==> src/rtl/inhibit_gate_pkg.sv <==
// Shared types and helpers for the inhibit gate bank.
package inhibit_gate_pkg;

  typedef enum logic [1:0] {
    StPass    = 2'd0,
    StInhibit = 2'd1,
    StBlank   = 2'd2
  } gate_state_t;

  // Width of the blanking counter; never narrower than one bit.
  function automatic int unsigned bcnt_width(input int unsigned hold);
    return (hold == 0) ? 1 : $clog2(hold + 1);
  endfunction

endpackage

==> src/rtl/inhibit_gate_ch.sv <==
// One channel of the inhibit gate bank: blanking FSM, registered output, rise flag.
// Event counter present only when INHIBIT_GATE_EVCNT_EN is defined.
module inhibit_gate_ch
  import inhibit_gate_pkg::*;
#(
  parameter int unsigned HOLD  = 3,
  parameter int unsigned CNT_W = 8
) (
  input  logic             clk,
  input  logic             areset_n,
  input  logic             en,
  input  logic             clr,
  input  logic             in1,
  input  logic             in2,
  output logic             out,
  output logic             rise,
  output logic [CNT_W-1:0] cnt,
  output gate_state_t      state
);

  localparam int unsigned BW = bcnt_width(HOLD);
  localparam logic [BW-1:0] HoldVal = BW'(HOLD);

  gate_state_t   state_q, state_d;
  logic [BW-1:0] bcnt_q, bcnt_d;
  logic          out_q, rise_q;
  logic          out_nxt, gated, rise_d;

  always_comb begin
    state_d = StPass;
    bcnt_d  = '0;
    out_nxt = 1'b0;
    if (in2) begin
      state_d = StInhibit;
      bcnt_d  = HoldVal;
    end else if (bcnt_q != '0) begin
      state_d = StBlank;
      bcnt_d  = bcnt_q - 1'b1;
    end else begin
      out_nxt = in1;
    end
  end

  assign gated  = out_nxt & en;
  assign rise_d = gated & ~out_q;

  always_ff @(posedge clk or negedge areset_n) begin
    if (!areset_n) begin
      state_q <= StPass;
      bcnt_q  <= '0;
      out_q   <= 1'b0;
      rise_q  <= 1'b0;
    end else begin
      state_q <= state_d;
      bcnt_q  <= bcnt_d;
      out_q   <= gated;
      rise_q  <= rise_d;
    end
  end

`ifdef INHIBIT_GATE_EVCNT_EN
  logic [CNT_W-1:0] cnt_q, cnt_d;

  // Clear beats increment; counter sticks at all-ones.
  always_comb begin
    cnt_d = cnt_q;
    if (clr) begin
      cnt_d = '0;
    end else if (rise_d && (cnt_q != '1)) begin
      cnt_d = cnt_q + 1'b1;
    end
  end

  always_ff @(posedge clk or negedge areset_n) begin
    if (!areset_n) begin
      cnt_q <= '0;
    end else begin
      cnt_q <= cnt_d;
    end
  end

  assign cnt = cnt_q;
`else
  logic unused_clr;
  assign unused_clr = clr;
  assign cnt        = '0;
`endif

  assign out   = out_q;
  assign rise  = rise_q;
  assign state = state_q;

endmodule

==> src/rtl/inhibit_gate_bank.sv <==
// CH independent registered inhibit gates with post-inhibit blanking.
// Define INHIBIT_GATE_EVCNT_EN to build the per-channel event counters.
module inhibit_gate_bank
  import inhibit_gate_pkg::*;
#(
  parameter int unsigned CH    = 4,
  parameter int unsigned HOLD  = 3,
  parameter int unsigned CNT_W = 8
) (
  input  logic                clk,
  input  logic                areset_n,
  input  logic                en,
  input  logic                clr,
  input  logic [CH-1:0]       in1,
  input  logic [CH-1:0]       in2,
  output logic [CH-1:0]       out,
  output logic [CH-1:0]       rise,
  output logic [CH*CNT_W-1:0] cnt
);

  gate_state_t unused_state [CH];

  for (genvar g = 0; g < CH; g++) begin : g_ch
    inhibit_gate_ch #(
      .HOLD  (HOLD),
      .CNT_W (CNT_W)
    ) u_ch (
      .clk      (clk),
      .areset_n (areset_n),
      .en       (en),
      .clr      (clr),
      .in1      (in1[g]),
      .in2      (in2[g]),
      .out      (out[g]),
      .rise     (rise[g]),
      .cnt      (cnt[g*CNT_W +: CNT_W]),
      .state    (unused_state[g])
    );
  end

endmodule

==> config.mk <==
export PLATFORM = sky130hd
export DESIGN_NAME = inhibit_gate_bank
export DESIGN_NICKNAME = d
export VERILOG_FILES = /design/src/rtl/inhibit_gate_pkg.sv /design/src/rtl/inhibit_gate_ch.sv /design/src/rtl/inhibit_gate_bank.sv
export SDC_FILE = /design/constraint.sdc
export NUM_CORES = 1
export LEC_CHECK = 0
export BUFFER_PORTS_ARGS = -buffer_cell sky130_fd_sc_hd__clkbuf_2
export CORE_MARGIN = 3
export CORE_UTILIZATION = 45
export DETAILED_ROUTE_END_ITERATION = 16
export PLACE_DENSITY = 0.9
export SYNTH_ARGS = -nofsm -noshare
export SYNTH_HDL_FRONTEND = slang
export SYNTH_SLANG_ARGS = --single-unit
==> constraint.sdc <==
create_clock -name clk -period 1.9 [get_ports clk]
set_input_delay 0.095 -clock clk [delete_from_list [all_inputs] [get_ports clk]]
set_output_delay 0.095 -clock clk [all_outputs]
set_load 0.02 [all_outputs]
# After elaboration in Yosys (flattened, before gate mapping)
# Cells that the tools add are included.
dict set report op_classes {
  addsub 4
  muxes 16
  bitwise 12
  reduce_logical 4
}
# op n
set ops {}
lappend ops {{two-way mux 2 bit} 8}
lappend ops {{AND 1 bit} 8}
lappend ops {{two-way mux 1 bit} 8}
lappend ops {{nonzero test 2 bit} 4}
lappend ops {{subtractor 2 x 1 -> 2 bit (second input constant)} 4}
lappend ops {{inverter 1 bit} 4}
dict set report totals {
  reg_bits 16
  input_bits 12
  elab_cells 48
}

# Logic depth before layout (Yosys ltp)
# Gate-level depths: netlist (run 1).
dict set report depth {
  word_depth 5
  ltp_mapped 2
  depth_no_buf 2
}

# Hierarchy
# From an unflattened synthesis (run 1), not the netlist that was laid out.
dict set report unflattened {
  hier_cells 92
  hier_area_um2 1106.1
}
# mod instances cells_each area_each_um2 seq_area_each_um2
set modules_own_cells {}
lappend modules_own_cells {inhibit_gate_ch 4 23 276.5 150.1}

# Worst setup path after synthesis (run 1)
# No wires, ideal clock.
dict set report synth_path {
  path_kind {register -> register}
  start {register g_ch[1].u_ch.bcnt_q[0]}
  end {register g_ch[1].u_ch.rise_q}
  arrival_time_ns 0.676
  t_required_ns 1.820
  path_slack_ns 1.144
  path_stages_with_launch 3
  path_cell_list {dfrtp_1 > nand4bb_1 > nor3_2}
}
dict set report synth_between {
  elab_chain_cells 5
}
# item line
set synth_lines {}
lappend synth_lines {{start, declared} inhibit_gate_ch.sv:25} ;# logic [BW-1:0] bcnt_q, bcnt_d;
lappend synth_lines {{start signal, assigned} inhibit_gate_ch.sv:55} ;# bcnt_q <= bcnt_d;
lappend synth_lines {{nonzero test 2 bit} inhibit_gate_ch.sv:36} ;# end else if (bcnt_q != '0) begin
lappend synth_lines {{two-way mux 1 bit} inhibit_gate_ch.sv:36}
lappend synth_lines {{two-way mux 1 bit} inhibit_gate_ch.sv:33} ;# if (in2) begin
lappend synth_lines {{AND 1 bit} inhibit_gate_ch.sv:44} ;# assign gated = out_nxt & en;
lappend synth_lines {{AND 1 bit} inhibit_gate_ch.sv:45} ;# assign rise_d = gated & ~out_q;
lappend synth_lines {{named net g_ch[1].u_ch.rise_d} inhibit_gate_ch.sv:27} ;# logic out_nxt, gated, rise_d;
lappend synth_lines {{end signal, assigned} inhibit_gate_ch.sv:57} ;# rise_q <= rise_d;
lappend synth_lines {{end, declared} inhibit_gate_ch.sv:26} ;# logic out_q, rise_q;
# The timed path passes the listed nets, and every way through them passes these cells.

# Worst setup path in the final report (run 1)
dict set report layout_path {
  start {register g_ch[0].u_ch.out_q}
  end {output out[0]}
}
# item line
set layout_rtl {}
lappend layout_rtl {{start, declared} inhibit_gate_ch.sv:26}
lappend layout_rtl {{start signal, assigned} inhibit_gate_ch.sv:56} ;# out_q <= gated;
lappend layout_rtl {{end, declared} inhibit_gate_bank.sv:16} ;# output logic [CH-1:0] out,
# No word-level cell between the ends.

==> results of run 1 <==
[area by class of cell]
| class | count | area [um^2] |
|---|---|---|
| clock buffer | 4 | 36.3 |
| fill | 170 | 916 |
| inverter | 4 | 15.0 |
| multi-input combinational | 53 | 284 |
| sequential | 16 | 400 |
| tap | 25 | 31.3 |
| timing repair buffer | 19 | 100 |
[per-stage QoR]
stage | hold WS (ps) | utilization (%) | instance area (um^2) | cells
after floorplan | -201 | - | 1000 | 113
after global placement | 21.4 | 46.0 | 821 | 116
after detailed placement | 30.9 | 46.0 | 821 | 116
after CTS | 7.30 | 48.6 | 867 | 121
after global routing | 3.42 | 48.6 | 867 | 121
final | 14.6 | 48.6 | 867 | 121
[flip-flops by register name, indices dropped and copies added (netlist names)]
signal,flops
g_ch.u_ch.out,4
g_ch.u_ch.bcnt_q,8
g_ch.u_ch.rise,4
[placed cells by master, fill, tap and decap left out, drive strengths merged]
master / count
inv: 4
clkbuf: 22
dfrtp: 16
conb: 32
nor3: 3
dlygate4sd3: 1
nor4b: 1
nor4: 1
nand2: 1
nand4bb: 3
nor2: 4
a21o: 8
[power by group through the flow]
stage	sequential, W	combinational [W]	clock, W
2_1_floorplan	0.000372	0.000130	0
3_3_place_gp	0.000373	0.000101	0
3_5_place_dp	0.000375	0.000103	0
4_1_cts	0.000368	0.000105	0.000224
5_1_grt	0.000371	0.000114	0.000240
6_report	0.000368	0.000105	0.000218
[kinds of logic after synthesis]
logic type	Yosys count	synth area share, %
buffers and inverters	44	35.7
DFF	16	45.3
and+or+nand+nor	13	11.8
AOI/OAI and AO/OA	8	6.80
other	1	0.425
[final timing paths]
check                                             from                endpoint  slack (ps)  cells past startpoint
worst min register to register        g_ch[3].u_ch.out       g_ch[3].u_ch.rise         440                      1
worst min-delay path                            in2[3]       g_ch[3].u_ch.rise          10                      2
min in group asynchronous                     areset_n       g_ch[1].u_ch.rise         250                      2
worst max register to register  g_ch[1].u_ch.bcnt_q[1]       g_ch[1].u_ch.rise        1050                      2
max in group asynchronous                     areset_n  g_ch[0].u_ch.bcnt_q[1]        1380                      2
worst max-delay path                  g_ch[0].u_ch.out                  out[0]         960                      1
[repair_timing]
| item | CTS | global route |
|---|---|---|
| hold buffers | 1 | 0 |
| endpoints found under the hold margin | 16 | 0 |
| setup buffers | 0 | 0 |
[routing by layer]
metal  share of wire, %  vias up  track usage (%)
met5                  0        -                0
met3                 12        2             3.56
li1                   -      223                -
met1                 33      226             8.52
met2                 54       34             18.0
met4               0.86        0             6.73
==> results by group, run 1 <==
Status
  • Status: completed

Yosys
  • Biggest area contributors in the synthesized netlist: dfrtp_1 45%, buf_4 34%, a21o_1 6.8%, nand4bb_1 3.8%, nor3_2 3.4%
  • Share of flip-flops with an asynchronous set or reset: 100%
  • Distinct cell type count after synthesis: 11
  • Average cell area after synthesis: 10.8 um^2
  • Synth top area share: 45.3%
  • Most instantiated cells after synthesis: 40 x buf_4, 16 x dfrtp_1, 8 x a21o_1
  • Number of synthesized flops with an enable pin: 0
  • #FFs+latches synth: 16
  • Count of yosys warnings during synthesis: 0
  • Cell area after synthesis: 883 um^2
  • Cell count after synthesis: 82
  • Count leader, synth: buf_4
  • Top cell type by total area after synthesis: dfrtp_1
  • Flip-flop cell with the highest count after synthesis: dfrtp_1
  • Sequential cell area fraction in the yosys report: 45.3%

Setup path
  • Cell breakdown of the critical path: clkbuf_2
  • Critical path's top delay family: flip-flops
  • Required time at the endpoint of the critical path: 1800 ps
  • Number of buffers and inverters on the critical path: 1
  • Highest-delay cell along the critical path: dfrtp_1
  • Worst setup SP type: register
  • Class of the most critical setup path: register to output port
  • Crit. End Element: output port
  • Largest stage delay on the critical path: 400 ps
  • CP max FO: 2
  • Data arrival time of the worst path: 840 ps

Power
  • Leak: 0.503 nW
  • Internal Power: 0.000497 W
  • Share of power burned in the clock network: 31.5%
  • VDD IR max: 0.291 mV
  • Net Sw Frac: 28.0%
  • Final total power: 0.000691 W
  • Comb pwr share: 15.2%
  • Sw power: 0.000193 W
  • PwrDens: 797 nW/um^2
  • Sequential share of power: 53.3%

Die
  • Die area: 2530 um^2
  • Effective utilization at floorplan: 49.5%
  • Core ar.: 1780 um^2
  • FP Rows: 15
  • IO Pins: 52
  • Die H: 50.3 um
  • Horizontal die dimension: 50.3 um

Place
  • Buffers on Ports: 18
  • Worst slack at placement: 1060 ps
  • Gp weighted congestion: 0.669
  • HPWL after DPL: 1.02 mm

Timing
  • PnR worst setup slack: 963 ps
  • Number of slew-limit violations in the final report: 0
  • Accumulated negative setup slack: 0 ps
  • Final setup violation count: 0
  • Setup repair after global routing missed its margin: false
  • Final Cycle Share: 49.3%
  • Number of endpoints with negative hold slack in the final report: 0
  • Worst clock skew on the final layout: 3.11 ps
  • Tmin final: 937 ps
  • Maximum operating frequency: 1070 MHz

Route
  • Violation count after the first detailed-route iteration: 3
  • Antenna Nets Post-Route: 0
  • Detail-routed net length per standard cell: 9.62 um
  • Routed Wire Length: 1.16 mm
  • Number of optimization iterations in the first detailed-route pass: 3
  • DRC viols: 0
  • Number of vias per cell: 4.01
  • Via count: 485

Global route
  • Total congestion overflow after global routing: 0
  • Global router's overall resource usage: 9.75%
  • Number of global-route vias before repair: 428
  • Antenna violations before repair: 0
  • Maximum number of pins on one net before global-route repair: 17
  • First-pass GRT wire length: 1.77 mm

Min path
  • Worst min path class: input port to register

Clocking
  • Clk buf depth: 2
  • Clock input transition at the sequential cells of the worst setup and hold paths: 90 ps
  • Root Driver: clkbuf_4
  • Number of levels in the clock H-tree: 1
  • Sinks on Clock Net: 16
  • Number of buffers added by the clock tree synthesis step: 3
  • CTS tree: built
  • Clock latency reported for the late side of the worst-skew pair: 280 ps
  • PostCTS Resize Cnt: 0

Final layout
  • Antenna cells: 0
  • Net count, final: 109
  • Layout cells sized above 1: 27.1%
  • Area grow syn2layout: -1.84%

Job
  • Max-cap violations: 0
Power figures use the tool's default switching activity.
==> inputs of run 2 (changes only) <==
--- a/config.mk
+++ b/config.mk
@@ -7,9 +7,9 @@
 export LEC_CHECK = 0
 export BUFFER_PORTS_ARGS = -buffer_cell sky130_fd_sc_hd__clkbuf_2
 export CORE_MARGIN = 3
-export CORE_UTILIZATION = 45
+export CORE_UTILIZATION = 42
 export DETAILED_ROUTE_END_ITERATION = 16
-export PLACE_DENSITY = 0.9
+export PLACE_DENSITY = 0.86
 export SYNTH_ARGS = -nofsm -noshare
 export SYNTH_HDL_FRONTEND = slang
 export SYNTH_SLANG_ARGS = --single-unit
==> constraint.sdc (replaced) <==
create_clock -name clk -period 0.91 [get_ports clk]
set_input_delay 0.0455 -clock clk [delete_from_list [all_inputs] [get_ports clk]]
set_output_delay 0.0455 -clock clk [all_outputs]
set_load 0.02 [all_outputs]
==> results by group, run 2 (synthesized netlist as in run 1, its figures left out) <==
Setup path
  • Beginning of the critical path: g_ch[3].u_ch.out
  • Flop-to-flop setup slack: 60 ps (-990 ps)
  • Required time at the endpoint of the critical path: 860 ps (-940 ps)
  • Class of the most critical setup path: register to output port
  • Reg2Reg Launch Point: g_ch[0].u_ch.out
  • CP max FO: 2 (unchanged)
  • Crit. End Element: output port
  • Number of buffers and inverters on the critical path: 1 (unchanged)
  • Largest stage delay on the critical path: 410 ps (about the same)
  • Data arrival time of the worst path: 830 ps (about the same)
  • Worst reg2reg path depth: 2 (unchanged)
  • End of the worst register-to-register path: g_ch[0].u_ch.rise
  • Worst path depth: 1 (unchanged)
  • Highest-delay cell along the critical path: dfrtp_1
  • Cell breakdown of the critical path: buf_6
  • Critical path's top delay family: flip-flops
  • Worst setup SP type: register

Timing
  • Number of endpoints with negative hold slack in the final report: 0 (unchanged)
  • Accumulated negative setup slack: 0 ps (unchanged)
  • Tmin final: 879 ps
  • Setup repair after global routing missed its margin: true
  • Number of slew-limit violations in the final report: 0 (unchanged)
  • Final setup violation count: 0 (unchanged)
  • PnR worst setup slack: 31.3 ps (-932 ps)
  • Final Cycle Share: 96.6%
  • Hold slack: 18.5 ps (+3.93 ps)
  • Maximum operating frequency: 1140 MHz
  • Worst clock skew on the final layout: 8.42 ps (+5.31 ps)

Place
  • Post-Place Cell Area: 821 um^2 (unchanged)
  • Gp weighted congestion: 0.685 (+2.3%)
  • HPWL after DPL: 903 um (-11%)
  • Buffers on Ports: 18 (unchanged)
  • Worst slack at placement: 98.6 ps (-960 ps)

Global route
  • Number of global-route vias before repair: 420 (-1.9%)
  • Met2 layer usage reported by global route: 14.6% (-3.4 points)
  • Maximum number of pins on one net before global-route repair: 17 (unchanged)
  • First-pass GRT wire length: 1.77 mm (+0.40%)
  • Global Route met3 Usage: 4.30% (+0.74 points)
  • Global router's overall resource usage: 9.13% (-0.62 points)
  • Most Used Layer, Global Route: met2
  • Grt met1 use: 10.8% (+2.3 points)
  • Antenna violations before repair: 0 (unchanged)
  • Total congestion overflow after global routing: 0 (unchanged)

Route
  • Violation count after the first detailed-route iteration: 2 (-1)
  • DRC viols: 0 (unchanged)
  • Number of optimization iterations in the first detailed-route pass: 2 (-1)
  • Via count: 509 (+4.9%)
  • Routed Wire Length: 1.23 mm (+5.8%)
  • Antenna Nets Post-Route: 0 (unchanged)
  • Number of vias per cell: 3.95 (-1.6%)
  • Detail-routed net length per standard cell: 9.54 um (-0.80%)

Min path
  • Worst Hold Depth: 3 (+1)
  • Worst min-delay path endpoint: g_ch[2].u_ch.rise
  • Startpoint of the most critical hold path: in1[2]
  • Worst min path class: input port to register

Clocking
  • Number of levels in the clock H-tree: 1 (unchanged)
  • Clock input transition at the sequential cells of the worst setup and hold paths: 100 ps (about the same)
  • Root Driver: clkbuf_4
  • Clock latency reported for the late side of the worst-skew pair: 290 ps (about the same)
  • Sinks on Clock Net: 16 (unchanged)
  • Clk buf depth: 2 (unchanged)
  • Number of buffers added by the clock tree synthesis step: 3 (unchanged)
  • CTS tree: built

Final layout
  • Max FFs per register: 8 (unchanged)
  • Final non-filler cell area: 990 um^2 (+14%)
  • Area grow syn2layout: 12.0%
  • Leading cell type in the layout, fill and taps excluded: conb_1
  • Top library cells by usage in the layout, fill and taps aside: 32 x conb_1, 16 x dfrtp_1, 14 x clkbuf_2, 8 x a21o_1, 6 x dlygate4sd3_1
  • Net count, final: 117 (+7.3%)
  • Antenna cells: 0 (unchanged)
  • Layout cells sized above 1: 28.8% (+1.8 points)
  • Register with the most flip-flops: g_ch.u_ch.bcnt_q

Die
  • IO Pins: 52 (unchanged)
  • Die area: 2690 um^2 (+6.3%)
  • Effective utilization at floorplan: 47.5% (-2.0 points)
  • FP Rows: 15 (unchanged)
  • Die H: 51.9 um (+3.1%)
  • Core ar.: 1860 um^2 (+4.2%)
  • Horizontal die dimension: 51.9 um (+3.1%)

Power
  • Leak: 0.553 nW (+9.9%)
  • PwrDens: 1510 nW/um^2 (+89%)
  • Final total power: 0.00149 W (+120%)
  • VDD IR max: 1.03 mV (+250%)

Job
  • Max-cap violations: 0 (unchanged)

Status
  • Status: completed
-- run 2: stage by stage --
| step | util (%) | std cells |
|---|---|---|
| 6_report | 53.3 | 129 |
| 5_1_grt | 53.3 | 129 |
| 4_1_cts | 50.4 | 128 |
| 3_5_place_dp | 44.2 | 116 |
| 3_3_place_gp | 44.2 | 116 |
| 2_1_floorplan | - | 113 |
-- run 2: repair_timing --
action	4_1_cts	5_1_grt
endpoints found under the setup margin	2	6
resized for setup	2	12
endpoints found under the hold margin	32	0
buffers inserted	2	1
hold buffers	6	0
-- run 2: where the power goes --
part / internal, W / switching (W)
clock network: 0.000244 / 0.000223
registers: 0.000743 / 0.0000292
logic: 0.0000756 / 0.000175
-- run 2: per-layer routing --
layer / routed length, um / up-vias
met2: 638 / 36
met4: 11 / 0
met3: 133 / 3
li1: - / 236
met1: 448 / 234
met5: 0 / -
-- run 2: how the worst max path moves through the flow --
stage	slack, ps	end
finish	30	out[3]
global route	-7	g_ch[0].u_ch.rise
CTS	2	out[3]
detailed placement	100	g_ch[3].u_ch.out
global placement	120	g_ch[1].u_ch.rise
floorplan	150	g_ch[1].u_ch.rise
-- run 2: cell type report --
cell class / instances / area [um^2]
inverters: 4 / 15.0
well taps: 25 / 31.3
flip-flops and latches: 16 / 400
fillers: 178 / 868
repair buffers: 27 / 198
multi-input cells: 53 / 309
clock buffers: 4 / 36.3
==> inputs of run 3 (changes only) <==
--- a/config.mk
+++ b/config.mk
@@ -7,9 +7,10 @@
 export LEC_CHECK = 0
 export BUFFER_PORTS_ARGS = -buffer_cell sky130_fd_sc_hd__clkbuf_2
 export CORE_MARGIN = 3
-export CORE_UTILIZATION = 42
+export CORE_UTILIZATION = 38
+export CTS_BUF_LIST = sky130_fd_sc_hd__clkbuf_8 sky130_fd_sc_hd__clkbuf_16
 export DETAILED_ROUTE_END_ITERATION = 16
-export PLACE_DENSITY = 0.86
+export PLACE_DENSITY = 0.82
 export SYNTH_ARGS = -nofsm -noshare
 export SYNTH_HDL_FRONTEND = slang
 export SYNTH_SLANG_ARGS = --single-unit
==> constraint.sdc (replaced) <==
create_clock -name clk -period 0.8 [get_ports clk]
set_input_delay 0.04 -clock clk [delete_from_list [all_inputs] [get_ports clk]]
set_output_delay 0.04 -clock clk [all_outputs]
set_load 0.02 [all_outputs]
==> results by group, run 3 (synthesized netlist as in run 1, its figures left out) <==
Global route
  • Maximum number of pins on one net before global-route repair: 17 (unchanged)
  • Number of global-route vias before repair: 450 (+7.1%)
  • Total congestion overflow after global routing: 0 (unchanged)
  • Global router's overall resource usage: 8.91% (-0.22 points)
  • Antenna violations before repair: 0 (unchanged)
  • First-pass GRT wire length: 1.86 mm (+5.1%)

Die
  • Effective utilization at floorplan: 42.4% (-5.1 points)
  • Horizontal die dimension: 54.2 um (+4.5%)
  • FP Rows: 16 (+1)
  • Core ar.: 2080 um^2 (+12%)
  • Die area: 2940 um^2 (+9.3%)
  • Die H: 54.2 um (+4.5%)
  • IO Pins: 52 (unchanged)

Clocking
  • CTS tree: built
  • Number of buffers added by the clock tree synthesis step: 3 (unchanged)
  • Root Driver: clkbuf_8
  • Clock latency reported for the late side of the worst-skew pair: 250 ps (-40 ps)
  • Sinks on Clock Net: 16 (unchanged)
  • Number of levels in the clock H-tree: 1 (unchanged)
  • Clock input transition at the sequential cells of the worst setup and hold paths: 60 ps (-40 ps)
  • Clk buf depth: 2 (unchanged)

Power
  • VDD IR max: 1.47 mV (+43%)
  • PwrDens: 1740 nW/um^2 (+16%)
  • Final total power: 0.00190 W (+28%)
  • Leak: 0.589 nW (+6.5%)

Route
  • Via count: 521 (+2.4%)
  • Number of optimization iterations in the first detailed-route pass: 3 (+1)
  • Number of vias per cell: 3.89 (-1.5%)
  • Violation count after the first detailed-route iteration: 2 (unchanged)
  • Routed wl met2: 635 um (-0.47%)
  • Detail-routed net length per standard cell: 9.34 um (-2.2%)
  • Met1 routed wirelength after detailed routing: 433 um (-3.3%)
  • Highest routed layer: met3
  • DRC viols: 0 (unchanged)
  • Wire length on met3: 182 um (+37%)
  • Antenna Nets Post-Route: 0 (unchanged)
  • Routed Wire Length: 1.25 mm (+1.6%)

Job
  • Max-cap violations: 0 (unchanged)

Timing
  • PnR worst setup slack: -39.9 ps (-71.2 ps)
  • Number of slew-limit violations in the final report: 0 (unchanged)
  • Setup repair after global routing missed its margin: true
  • Hold slack: 32.0 ps (+13.5 ps)
  • Tmin final: 840 ps
  • Final setup violation count: 6 (+6)
  • Final Cycle Share: 105%
  • Maximum operating frequency: 1190 MHz
  • Worst clock skew on the final layout: 1.75 ps (-6.67 ps)
  • Number of endpoints with negative hold slack in the final report: 0 (unchanged)

Setup path
  • Required time at the endpoint of the critical path: 940 ps (+80 ps)
  • CP max FO: 4 (+2)
  • Data arrival time of the worst path: 980 ps (+150 ps)
  • Class of the most critical setup path: register to register
  • Highest-delay cell along the critical path: dfrtp_1
  • Worst setup SP type: register
  • Largest stage delay on the critical path: 420 ps (about the same)
  • Cell breakdown of the critical path: buf_4 > a21o_1
  • Crit. End Element: register

Final layout
  • Layout cells sized above 1: 35.5% (+6.7 points)
  • End-of-flow core utilization: 52.5% (-0.80 points)
  • Antenna cells: 0 (unchanged)
  • Net count, final: 120 (+2.6%)
  • Final non-filler cell area: 1090 um^2 (+10%)
  • Leading cell type in the layout, fill and taps excluded: conb_1
  • Area grow syn2layout: 23.7%
  • Register with the most flip-flops: g_ch.u_ch.bcnt_q
  • Top library cells by usage in the layout, fill and taps aside: 32 x conb_1, 15 x dfrtp_1, 10 x clkbuf_2, 8 x a21o_1, 8 x clkbuf_8
  • Max FFs per register: 8 (unchanged)

Place
  • Buffers on Ports: 18 (unchanged)
  • HPWL after DPL: 911 um (+0.92%)
  • Post-Place Cell Area: 823 um^2 (+0.30%)
  • Gp weighted congestion: 0.584 (-15%)

Min path
  • Worst min path class: input port to register

Status
  • Status: complete, but fails checks
  • Violated checks: negative setup slack
[run 3: critical path, delay by kind of cell (launching register included)]
kind	cells	cell delay [ps]
AOI/OAI and AO/OA	1	170
DFF	1	420
buffers and inverters	1	150
[run 3: layout make-up]
cell class	count	area (um^2)
fill	180	990
sequential	16	402
multi-input combinational	53	334
timing repair buffer	30	253
clock buffer	4	55.1
tap	27	33.8
inverter	4	15.0
[run 3: what timing repair did]
action	in CTS	in global routing
setup buffers	6	1
gates cloned	0	0
pin swaps	5	3
endpoints found under the hold margin	23	0
endpoints found under the setup margin	14	17
gates resized for setup	9	17
hold buffers	5	0
[run 3: worst paths after layout]
kind	slack, ps	to	from	cells after the start
worst max-delay path	-40	g_ch[0].u_ch.bcnt_q[1]	g_ch[0].u_ch.bcnt_q[0]	2
worst min-delay path	30	g_ch[0].u_ch.bcnt_q[0]	in2[0]	2
worst max register to register	-40	g_ch[0].u_ch.bcnt_q[1]	g_ch[0].u_ch.bcnt_q[0]	2
worst min register to register	500	g_ch[2].u_ch.bcnt_q[0]	g_ch[2].u_ch.bcnt_q[1]	1
max in group asynchronous	260	g_ch[0].u_ch.bcnt_q[1]	areset_n	2
min in group asynchronous	250	g_ch[3].u_ch.bcnt_q[0]	areset_n	2
[run 3: where the power goes]
group          switching [W]  leakage [nW]  internal [W]  total, W
Clock               0.000272        0.0288      0.000436  0.000708
Sequential         0.0000313         0.196      0.000848  0.000879
Combinational       0.000209         0.364      0.000108  0.000317
Total               0.000512         0.589       0.00139   0.00190
[run 3: layer usage]
layer	up-vias	global-route usage [%]
li1	242	-
met1	240	9.81
met2	39	15.1
met3	0	5.18
met4	0	1.24
met5	-	0
[run 3: through the flow]
stage | TNS (ps) | setup slack (ps) | std cells
after floorplan | 0 | 44.0 | 113
after global placement | 0 | 9.76 | 118
after detailed placement | -16.8 | -12.0 | 118
after CTS | -182 | -42.8 | 133
after global routing | -721 | -72.9 | 134
final | -168 | -39.9 | 134
